**config.mk**
```make
export PLATFORM = sky130hd
export DESIGN_NAME = addr_mode_tracer_flat
export DESIGN_NICKNAME = d
export VERILOG_FILES = /design/src/rtl/addr_mode_tracer_if.sv /design/src/rtl/addr_mode_tracer.sv /design/src/flat_wrapper.sv
export SDC_FILE = /design/constraint.sdc
export NUM_CORES = 1
export LEC_CHECK = 0
export CAP_MARGIN = 40
export CORE_AREA = 2 2 213 215
export DETAILED_ROUTE_END_ITERATION = 8
export DIE_AREA = 0 0 215 217
export HOLD_SLACK_MARGIN = 0.12
export PLACE_DENSITY = 0.75
export SETUP_SLACK_MARGIN = 0.5
export SYNTH_ARGS = -nofsm -noshare
export SYNTH_HDL_FRONTEND = slang
export SYNTH_SLANG_ARGS = --single-unit
```
**constraint.sdc**
```tcl
create_clock -name clk -period 8.48 [get_ports clk]
set_clock_uncertainty 0.05 [all_clocks]
set_input_delay 0.848 -clock clk [delete_from_list [all_inputs] [get_ports clk]]
set_output_delay 0.848 -clock clk [all_outputs]
set_load 0.05 [all_outputs]
```
**src/rtl/addr_mode_tracer_if.sv**
```systemverilog
// Capture, trace-read and statistics signals of addr_mode_tracer.
// slave = the tracer itself, master = the decoder/debug-bus side.
interface addr_mode_tracer_if #(
  parameter int DEPTH = 16,
  parameter int CNT_W = 16,
  parameter int OPC_W = 8
);
  localparam int LVL_W = $clog2(DEPTH) + 1;

  logic             newinst;
  logic [OPC_W-1:0] instruction;
  logic [12:0]      mode_vec;
  logic             freeze;
  logic             rd_ready;
  logic             rd_valid;
  logic [OPC_W-1:0] rd_opcode;
  logic [3:0]       rd_mode;
  logic [LVL_W-1:0] level;
  logic [3:0]       cnt_sel;
  logic [CNT_W-1:0] cnt_value;
  logic             clr_stats;
  logic             overflow;
  logic             conflict;

  modport master (
    output newinst, instruction, mode_vec, freeze, rd_ready, cnt_sel, clr_stats,
    input  rd_valid, rd_opcode, rd_mode, level, cnt_value, overflow, conflict
  );

  modport slave (
    input  newinst, instruction, mode_vec, freeze, rd_ready, cnt_sel, clr_stats,
    output rd_valid, rd_opcode, rd_mode, level, cnt_value, overflow, conflict
  );
endinterface

```
**src/rtl/addr_mode_tracer.sv**
```systemverilog
// Addressing-mode trace FIFO with per-class saturating hit counters and sticky error flags.
// Optional MODE_TRACE_DISPLAY_EN adds simulation-only $display messages per capture/drop.
module addr_mode_tracer #(
  parameter int DEPTH = 16,
  parameter int CNT_W = 16,
  parameter int OPC_W = 8
) (
  input logic               clk,
  input logic               rst,
  addr_mode_tracer_if.slave bus_io
);
  localparam int PTR_W = $clog2(DEPTH);
  localparam int LVL_W = PTR_W + 1;
  localparam int ENT_W = OPC_W + 4;
  localparam int NCLS  = 15;

  localparam logic [3:0] CLS_UNKNOWN  = 4'd13;
  localparam logic [3:0] CLS_CONFLICT = 4'd14;

  logic [ENT_W-1:0] mem [DEPTH];

  logic [PTR_W-1:0] wr_ptr_q, wr_ptr_d;
  logic [PTR_W-1:0] rd_ptr_q, rd_ptr_d;
  logic [LVL_W-1:0] level_q, level_d;
  logic [ENT_W-1:0] head_q, head_d;
  logic             overflow_q, overflow_d;
  logic             conflict_q, conflict_d;

  logic             capture;
  logic             pop;
  logic             full;
  logic             drop;
  logic [3:0]       ones;
  logic [3:0]       idx;
  logic [3:0]       cls;
  logic [ENT_W-1:0] wdata;
  logic [CNT_W-1:0] cnt_all [NCLS];
  logic [CNT_W-1:0] cnt_mux;

  // One-hot to class: 13 when no bit is set, 14 when several are set.
  always_comb begin
    ones = '0;
    idx  = '0;
    for (int i = 0; i < 13; i++) begin
      if (bus_io.mode_vec[i]) begin
        ones = ones + 4'd1;
        idx  = 4'(i);
      end
    end
    if (ones == 4'd0) begin
      cls = CLS_UNKNOWN;
    end else if (ones == 4'd1) begin
      cls = idx;
    end else begin
      cls = CLS_CONFLICT;
    end
  end

  assign capture = bus_io.newinst & ~bus_io.freeze;
  assign pop     = (level_q != '0) & bus_io.rd_ready;
  assign full    = (level_q == LVL_W'(DEPTH));
  assign drop    = full & capture & ~pop;
  assign wdata   = {bus_io.instruction, cls};

  always_comb begin
    wr_ptr_d   = wr_ptr_q + PTR_W'(capture);
    rd_ptr_d   = rd_ptr_q + PTR_W'(pop | drop);
    level_d    = level_q;
    if (capture && !pop && !full) begin
      level_d = level_q + LVL_W'(1);
    end else if (!capture && pop) begin
      level_d = level_q - LVL_W'(1);
    end
    overflow_d = (bus_io.clr_stats ? 1'b0 : overflow_q) | drop;
    conflict_d = (bus_io.clr_stats ? 1'b0 : conflict_q) | (capture & (cls == CLS_CONFLICT));
  end

  // Head register is the show-ahead view; bypass when the slot being written becomes the head.
  always_comb begin
    if (capture && (wr_ptr_q == rd_ptr_d)) begin
      head_d = wdata;
    end else begin
      head_d = mem[rd_ptr_d];
    end
  end

  always_ff @(posedge clk) begin
    if (capture) begin
      mem[wr_ptr_q] <= wdata;
    end
  end

  always_ff @(posedge clk or posedge rst) begin
    if (rst) begin
      wr_ptr_q   <= '0;
      rd_ptr_q   <= '0;
      level_q    <= '0;
      head_q     <= '0;
      overflow_q <= 1'b0;
      conflict_q <= 1'b0;
    end else begin
      wr_ptr_q   <= wr_ptr_d;
      rd_ptr_q   <= rd_ptr_d;
      level_q    <= level_d;
      head_q     <= head_d;
      overflow_q <= overflow_d;
      conflict_q <= conflict_d;
    end
  end

  for (genvar gi = 0; gi < NCLS; gi++) begin : g_cnt
    logic [CNT_W-1:0] cnt_q, cnt_d, base;

    // A clear in the same cycle as a capture still counts that capture.
    always_comb begin
      base  = bus_io.clr_stats ? '0 : cnt_q;
      cnt_d = base;
      if (capture && (cls == 4'(gi)) && (base != '1)) begin
        cnt_d = base + CNT_W'(1);
      end
    end

    always_ff @(posedge clk or posedge rst) begin
      if (rst) begin
        cnt_q <= '0;
      end else begin
        cnt_q <= cnt_d;
      end
    end

    assign cnt_all[gi] = cnt_q;
  end

  always_comb begin
    cnt_mux = '0;
    if (bus_io.cnt_sel != 4'd15) begin
      cnt_mux = cnt_all[bus_io.cnt_sel];
    end
  end

  assign bus_io.rd_valid  = (level_q != '0);
  assign bus_io.rd_opcode = head_q[ENT_W-1:4];
  assign bus_io.rd_mode   = head_q[3:0];
  assign bus_io.level     = level_q;
  assign bus_io.cnt_value = cnt_mux;
  assign bus_io.overflow  = overflow_q;
  assign bus_io.conflict  = conflict_q;

`ifdef MODE_TRACE_DISPLAY_EN
  function automatic string mode_name(input logic [3:0] c);
    case (c)
      4'd0:    return "immediate";
      4'd1:    return "absolute";
      4'd2:    return "zpg_absolute";
      4'd3:    return "implied";
      4'd4:    return "accumulator";
      4'd5:    return "abs_indexed_x";
      4'd6:    return "abs_indexed_y";
      4'd7:    return "zpg_indexed_x";
      4'd8:    return "zpg_indexed_y";
      4'd9:    return "indirect";
      4'd10:   return "indirect_x";
      4'd11:   return "indirect_y";
      4'd12:   return "relative";
      4'd13:   return "unknown";
      default: return "conflict";
    endcase
  endfunction

  always @(posedge clk) begin
    if (!rst) begin
      if (capture) begin
        $display("%s %x", mode_name(cls), bus_io.instruction);
      end
      if (drop) begin
        $display("trace overflow %x", head_q[ENT_W-1:4]);
      end
    end
  end
`else
  // Synthesis build: no messages, port behaviour identical.
`endif

endmodule
```
**src/flat_wrapper.sv**
```systemverilog
// flat-port wrapper written by rule: the top's interface ports become plain ports
module addr_mode_tracer_flat 
#(
  parameter int DEPTH = 16,
  parameter int CNT_W = 16,
  parameter int OPC_W = 8
)
  (clk, rst, bus_io_newinst, bus_io_instruction, bus_io_mode_vec, bus_io_freeze, bus_io_rd_ready, bus_io_cnt_sel, bus_io_clr_stats, bus_io_rd_valid, bus_io_rd_opcode, bus_io_rd_mode, bus_io_level, bus_io_cnt_value, bus_io_overflow, bus_io_conflict);
  addr_mode_tracer_if #(.DEPTH(DEPTH), .CNT_W(CNT_W), .OPC_W(OPC_W)) bus_io_i ();
  input logic clk;
  input logic rst;
  input wire logic [$bits(bus_io_i.newinst)-1:0] bus_io_newinst;
  input wire logic [$bits(bus_io_i.instruction)-1:0] bus_io_instruction;
  input wire logic [$bits(bus_io_i.mode_vec)-1:0] bus_io_mode_vec;
  input wire logic [$bits(bus_io_i.freeze)-1:0] bus_io_freeze;
  input wire logic [$bits(bus_io_i.rd_ready)-1:0] bus_io_rd_ready;
  input wire logic [$bits(bus_io_i.cnt_sel)-1:0] bus_io_cnt_sel;
  input wire logic [$bits(bus_io_i.clr_stats)-1:0] bus_io_clr_stats;
  output wire logic [$bits(bus_io_i.rd_valid)-1:0] bus_io_rd_valid;
  output wire logic [$bits(bus_io_i.rd_opcode)-1:0] bus_io_rd_opcode;
  output wire logic [$bits(bus_io_i.rd_mode)-1:0] bus_io_rd_mode;
  output wire logic [$bits(bus_io_i.level)-1:0] bus_io_level;
  output wire logic [$bits(bus_io_i.cnt_value)-1:0] bus_io_cnt_value;
  output wire logic [$bits(bus_io_i.overflow)-1:0] bus_io_overflow;
  output wire logic [$bits(bus_io_i.conflict)-1:0] bus_io_conflict;
  assign bus_io_i.newinst = bus_io_newinst;
  assign bus_io_i.instruction = bus_io_instruction;
  assign bus_io_i.mode_vec = bus_io_mode_vec;
  assign bus_io_i.freeze = bus_io_freeze;
  assign bus_io_i.rd_ready = bus_io_rd_ready;
  assign bus_io_i.cnt_sel = bus_io_cnt_sel;
  assign bus_io_i.clr_stats = bus_io_clr_stats;
  assign bus_io_rd_valid = bus_io_i.rd_valid;
  assign bus_io_rd_opcode = bus_io_i.rd_opcode;
  assign bus_io_rd_mode = bus_io_i.rd_mode;
  assign bus_io_level = bus_io_i.level;
  assign bus_io_cnt_value = bus_io_i.cnt_value;
  assign bus_io_overflow = bus_io_i.overflow;
  assign bus_io_conflict = bus_io_i.conflict;
  addr_mode_tracer #(.DEPTH(DEPTH), .CNT_W(CNT_W), .OPC_W(OPC_W)) u_core (.clk(clk), .rst(rst), .bus_io(bus_io_i));
endmodule
```
== Word-level counts from Yosys, hierarchy flattened ==
Memories as Yosys holds them, arrays and structs flattened. A register that Yosys moved wholly into a read port is not among the register bits.
Index checks and enable logic that the tools add are counted.

* Bits in registers: 255
* Bits in writable memories: 192
* Input port bits: 31
* Output and inout bits: 36
* Word-level logic and storage cells: 203
* Memories: 1

{| class="wikitable"
|+ Memories
! memory !! words !! width !! read ports !! clocked after Yosys merged registers in !! wr ports !! line !! text
|-
| u_core.mem || 16 || 12 || 1 || 1 || 1 || addr_mode_tracer.sv:20 || <nowiki>logic [ENT_W-1:0] mem [DEPTH];</nowiki>
|}

* Add/subtract/negate cells: 31
* $lt $le $gt $ge: 1
* Equality and inequality tests: 32
* Multiplexer cells: 67
* Bitwise logic cells: 11
* Reduce and logical (&&, ||, !) cells: 40

{| class="wikitable"
|+ Operator list
! kind !! count
|-
| $mux 16 || 33
|-
| $add 16x1->16 const B || 15
|-
| $ne 16x16->1 const B || 15
|-
| $mux 4 || 19
|-
| $bmux 16 s4 || 1
|-
| $add 4x1->4 const B || 11
|-
| $logic_and 1x1->1 || 33
|-
| $eq 4x4->1 const B || 7
|-
| $eq 4x3->1 const B || 4
|-
| $mux 3 || 4
|-
| $mux 5 || 2
|-
| $eq 4x1->1 const B || 2
|-
| $eq 4x2->1 const B || 2
|-
| $logic_not 4->1 || 2
|-
| $mux 1 || 6
|-
| $add 5x1->5 const B || 1
|-
| $and 1x1->1 || 5
|-
| $eq 5x5->1 const B || 1
|-
| $ge 5x5->1 const B || 1
|-
| $not 4->5 || 1
|-
| $reduce_bool 5->1 || 1
|-
| $sub 5x1->5 const B || 1
|-
| $add 4x1->4 || 1
|-
| $add 4x4->4 || 1
|-
| other kinds (7) || 13
|}

== Longest topological paths before layout ==
* Word-level depth: 32
* Gate-level depth with buffers: 44
* Depth with buffers taken out: 43

== Worst setup path before layout ==
Ideal clock, no wire load.

* Path kind: in2reg
* Start point: input port bus_io_mode_vec[0]
* End point: register u_core.g_cnt[1].cnt_q[15]
* Setup time: 0.132 ns
* Arrival: 8.930 ns
* Required time: 8.298 ns
* Setup slack: -0.632 ns
* Stages on the path: 44
* Buffers on the path: 1
* Cell sequence: inv_1 ha_1 xnor2_1 inv_1 ha_1 nand2b_1 o21a_1 ha_1 mux2_2 ha_1 nand2b_1 o41ai_4 nor2_1 ha_1 nand2_1 o31ai_1 ha_1 nand2_1 [8 not listed] a21o_1 a21boi_0 ha_1 nand2_1 nand2_1 ha_1 nand2_1 o211ai_1 ha_1 xnor3_1 o32a_1 nand2b_1 nor4_2 and2_0 buf_2 nand3_1 xnor2_1 nor2_1

* Word-level cells in the longest chain between the ends: 32
* Elaborated cells on any way between the ends: 33
* Those cells by class: add/sub: 12; eq/ne: 2; mux: 16; reduce/logical: 3

{| class="wikitable"
|+ Ends and longest elaborated chain
! item !! line !! text
|-
| start, declared || flat_wrapper.sv:14 || <nowiki>input wire logic [$bits(bus_io_i.mode_vec)-1:0] bus_io_mode_vec;</nowiki>
|-
| $mux 1 * || addr_mode_tracer.sv:45 || <nowiki>if (bus_io.mode_vec[i]) begin</nowiki>
|-
| $add 1x1->2 || addr_mode_tracer.sv:46 || <nowiki>ones = ones + 4'd1;</nowiki>
|-
| $mux 4 * || addr_mode_tracer.sv:45 ||
|-
| $add 4x1->4 || addr_mode_tracer.sv:46 ||
|-
| $mux 4 * || addr_mode_tracer.sv:45 ||
|-
| $add 4x1->4 || addr_mode_tracer.sv:46 ||
|-
| $mux 4 * || addr_mode_tracer.sv:45 ||
|-
| $add 4x1->4 || addr_mode_tracer.sv:46 ||
|-
| [16 not listed] || - ||
|-
| $mux 4 * || addr_mode_tracer.sv:45 ||
|-
| $eq 4x1->1 || addr_mode_tracer.sv:52 || <nowiki>end else if (ones == 4'd1) begin</nowiki>
|-
| $mux 4 || addr_mode_tracer.sv:52 ||
|-
| $mux 4 * || addr_mode_tracer.sv:50 || <nowiki>if (ones == 4'd0) begin</nowiki>
|-
| $eq 4x1->1 * || addr_mode_tracer.sv:118 || <nowiki>if (capture && (cls == 4'(gi)) && (base != '1)) begin</nowiki>
|-
| $logic_and 1x1->1 * (2 in a row) || addr_mode_tracer.sv:118 ||
|-
| $mux 16 * || addr_mode_tracer.sv:118 ||
|-
| via u_core.g_cnt[1].cnt_d[15] || addr_mode_tracer.sv:112 || <nowiki>logic [CNT_W-1:0] cnt_q, cnt_d, base;</nowiki>
|-
| end signal, assigned || addr_mode_tracer.sv:127 || <nowiki>cnt_q <= cnt_d;</nowiki>
|-
| end, declared || addr_mode_tracer.sv:112 ||
|}

Mark *: on every way through the listed nets, which the timed path passes. The rest lies on a longest branch.
A chain may end at the register's enable or synchronous reset.

== Final worst setup path ==
* Start point: input port bus_io_mode_vec[1]
* End point: register u_core.g_cnt[9].cnt_q[10]

* Word-level cells in the longest chain between the ends: 30
* Elaborated cells on any way between the ends: 43
* Those cells by class: add/sub: 11; eq/ne: 2; mux: 27; reduce/logical: 3

{| class="wikitable"
|+ Ends and longest elaborated chain
! item !! line
|-
| $mux 4 || addr_mode_tracer.sv:45
|-
| $add 4x1->4 || addr_mode_tracer.sv:46
|-
| $mux 4 || addr_mode_tracer.sv:45
|-
| $add 4x1->4 || addr_mode_tracer.sv:46
|-
| $mux 4 || addr_mode_tracer.sv:45
|-
| $add 4x1->4 || addr_mode_tracer.sv:46
|-
| $mux 4 || addr_mode_tracer.sv:45
|-
| $add 4x1->4 || addr_mode_tracer.sv:46
|-
| [14 not listed] || -
|-
| $mux 4 || addr_mode_tracer.sv:45
|-
| $eq 4x1->1 || addr_mode_tracer.sv:52
|-
| $mux 4 || addr_mode_tracer.sv:52
|-
| $mux 4 * || addr_mode_tracer.sv:50
|-
| $eq 4x4->1 * || addr_mode_tracer.sv:118
|-
| $logic_and 1x1->1 * (2 in a row) || addr_mode_tracer.sv:118
|-
| $mux 16 * || addr_mode_tracer.sv:118
|-
| via u_core.g_cnt[9].cnt_d[10] || addr_mode_tracer.sv:112
|-
| end signal, assigned || addr_mode_tracer.sv:127
|-
| end, declared || addr_mode_tracer.sv:112
|}

Marked as above.

==> summary.txt <==
Worst setup path
  • Crit start category: input pin
  • CP dominant cell by count: ha_4
  • Slowest stage delay, CP: 0.40 ns
  • WP buf/inv: 4
  • Crit Path Max Fanout: 10
  • Critical path's slowest cell: mux2_2
  • FF-to-FF path depth: 12
  • Setup crit end kind: flip-flop
  • Arrival @ worst endpoint: 8.64 ns
  • CP Depth: 43
  • Critical Path RT: 8.93 ns
  • Crit-path leading delay family: adder cells
  • Category of the most critical setup path: in2reg

Synthesis
  • Synth Instances: 2161
  • Simple-gate share of the synthesized area: 0.1888
  • Register area share after synthesis: 0.4984
  • Area leader, netlist: dfrtp_1
  • Yosys warning total: 0
  • Mean area per synthesized cell: 11.56 sq um
  • Synth area leaders: dfrtp_1 27%, edfxtp_1 23%, mux4_2 10%
  • Post-synthesis xor/xnor area fraction: 0.07189
  • Synth Area in Adders: 0.01784
  • Number of synthesized flops with an enable pin: 192
  • Post-synth cell types: 95
  • Netlist Area Pre-Place: 24970 sq um
  • Multiplexer share of the synthesized area: 0.1335
  • Synth Flop Type: dfrtp_1
  • Most frequent cell after synthesis: dfrtp_1
  • Post-synth net total: 2227
  • Synth top cells by count: 267 x dfrtp_1, 217 x nand2_1, 192 x edfxtp_1
  • Synth async-reset ratio: 0.5817
  • Main combinational cell family by area after synthesis: simple AND/OR/NAND/NOR gates
  • Post-synth top area share: 0.2675
  • Post-synthesis register bit count: 459
  • Compound-Gate Fraction of Synth Area: 0.06242

Clock tree
  • Sink Count: 459
  • Worst-Skew Late Latency: 0.62 ns
  • CTS Buffer Depth: 3
  • CTS tree: done
  • Root buf cell: clkbuf_16
  • Number of hold buffers added after CTS: 0
  • Num CTS Buffers: 48
  • Clk slew on worst S/H paths: 0.06 ns
  • H-tree Lvls: 2

Global routing
  • Total track usage: 0.2973
  • Vias in the first global route: 19400
  • Grt ovf: 0
  • Initial antenna violation count: 1
  • Largest net degree at the start of global routing: 74
  • Global-route wire length before repair: 108.3 mm

Die
  • Die Area: 46660 sq um
  • Placement Rows: 78
  • Chip height: 217 um
  • Die span in x: 215 um
  • Io pins: 67
  • Core Box Area: 44700 sq um
  • Initial Utilization: 0.5587

Drt
  • Routed Antenna Nets: 0
  • Routed vias: 19380
  • Post-DR vias/cell: 6.465
  • DRT iter0 DRCs: 2132
  • # DRC: 0
  • Pre-antenna DRT Iters: 7
  • DRT Wirelength: 72.48 mm
  • Avg WL per Cell: 24.18 um

STA
  • Worst-margin pin slew: 1.239 ns
  • Setup TNS: 0 ns
  • Crit path time final: 8.191 ns
  • Setup ws final: 0.2893 ns
  • Final Hold Vio Count: 0
  • Max-slew violations: 0
  • Slew HR: 0.1723
  • Unrepaired setup endpoints after global routing: true
  • Fmax: 122.1 MHz
  • Final Setup Violations: 0
  • Tcrit/Tclk final: 0.9659

Outcome
  • Status: complete, no violations

Place
  • Port buffer count: 66
  • Final Wtd Congestion: 0.9348
  • Pre-CTS setup slack: -0.9643 ns
  • Hpwl dp: 45.96 mm
  • Placement Cell Area: 27590 sq um

Cells and area
  • Synth-to-Final Area Change: 24.16%
  • Final #Nets: 2428
  • Final Cell Area: 31010 sq um
  • Share of layout cells above drive strength 1: 0.2851
  • # fillers: 2987

Power
  • Static Leak: 0.01237 uW
  • Pwr per Cell Area: 245.1 nW/um^2
  • Worst vdd ir: 0.2278 mV

Flow run
  • Maxcap violations: 0

Worst hold path
  • Min-delay worst type: reg2reg
  • Worst hold path stage count: 1
==> per-layer routing <==
layer,GRT usage,share of wire,vias to the layer above
met5,0,0,-
met4,0.1195,0.043,0
met3,0.05800,0.086,225
li1,-,-,8361
met2,0.5042,0.50,1019
met1,0.3787,0.37,9772
==> cell usage in the layout, fill, tap and decap left out, types with 40 or more instances in the layout <==
cell             count
dfrtp_1            267
nand2_1            195
edfxtp_1           192
buf_4              134
nor2_1             128
mux4_2             112
nor2b_1            104
xnor2_1             99
and3_1              76
nand3_1             72
xor2_1              66
clkdlybuf4s50_1     60
nand4_1             59
clkbuf_16           51
buf_6               47
inv_1               44
o21ai_0             40
==> stage by stage <==
step / utilization / hold WS [ns] / power (uW) / instances
CTS: 0.6647 / 0.4442 / 7453 / 2959
floorplan: - / 0.4120 / 4419 / 2161
global placement: 0.6142 / 0.4268 / 5164 / 2842
finish: 0.6937 / 0.4446 / 7599 / 2997
detailed placement: 0.6172 / 0.4268 / 5286 / 2849
global route: 0.6937 / 0.4681 / 7908 / 2996
==> power breakdown <==
| group | leakage [uW] | internal, uW | total, uW | switching, uW |
|---|---|---|---|---|
| registers | 0.00540 | 2510 | 2600 | 92.0 |
| logic | 0.00624 | 1300 | 2970 | 1670 |
| clock network | 0.000737 | 1120 | 2030 | 917 |
| total | 0.0124 | 4920 | 7600 | 2680 |
==> worst paths after layout <==
kind	slack, ns	from	end
setup / recovery	0.29	bus_io_mode_vec[1]	u_core.g_cnt[9].cnt_q[10]$_DFF_PP0_
hold / removal	0.44	u_core.bus_io.conflict$_DFF_PP0_	u_core.bus_io.conflict$_DFF_PP0_
setup reg to reg	4.29	u_core.g_cnt[6].cnt_q[0]$_DFF_PP0_	u_core.g_cnt[6].cnt_q[9]$_DFF_PP0_
hold reg to reg	0.44	u_core.bus_io.conflict$_DFF_PP0_	u_core.bus_io.conflict$_DFF_PP0_
max in group asynchronous	5.92	rst	u_core.g_cnt[10].cnt_q[2]$_DFF_PP0_
min in group asynchronous	0.57	rst	u_core.g_cnt[7].cnt_q[12]$_DFF_PP0_
==> kinds of logic after synthesis <==
group,count (synthesis)
buffers and inverters,169
flip-flops,459
multiplexers,186
AO/OA/AOI/OAI,221
adder cells (fa/ha/maj),35
XOR/XNOR,188
AND/OR/NAND/NOR,903
==> state kept, by name, summed over array words and instances (netlist names) <==
name                    cells
u_core.rd_ptr_q             4
u_core.bus_io.conflict      1
u_core.head_q              12
u_core.mem                192
u_core.bus_io.level         5
u_core.bus_io.overflow      1
u_core.wr_ptr_q             4
u_core.g_cnt.cnt_q        240
==> what timing repair did <==
action | CTS | global route
setup buffers | 21 | 34
pin swaps | 46 | 137
cloned | 5 | 3
setup endpoints to repair | 309 | 305
gates resized for setup | 93 | 199
==> final cells by class <==
class,count,area [sq um],share of cell area
Antenna cell,1,2.502,0.00008070
Multi-Input combinational cell,1534,13430,0.4333
Inverter,52,206.4,0.006658
Clock buffer,62,1294,0.04172
Clock inverter,22,206.4,0.006658
Sequential cell,459,12450,0.4014
Timing Repair Buffer,267,2666,0.08599
Tap cell,600,750.7,0.02421
No activity file was read; power rests on OpenSTA's default activity.
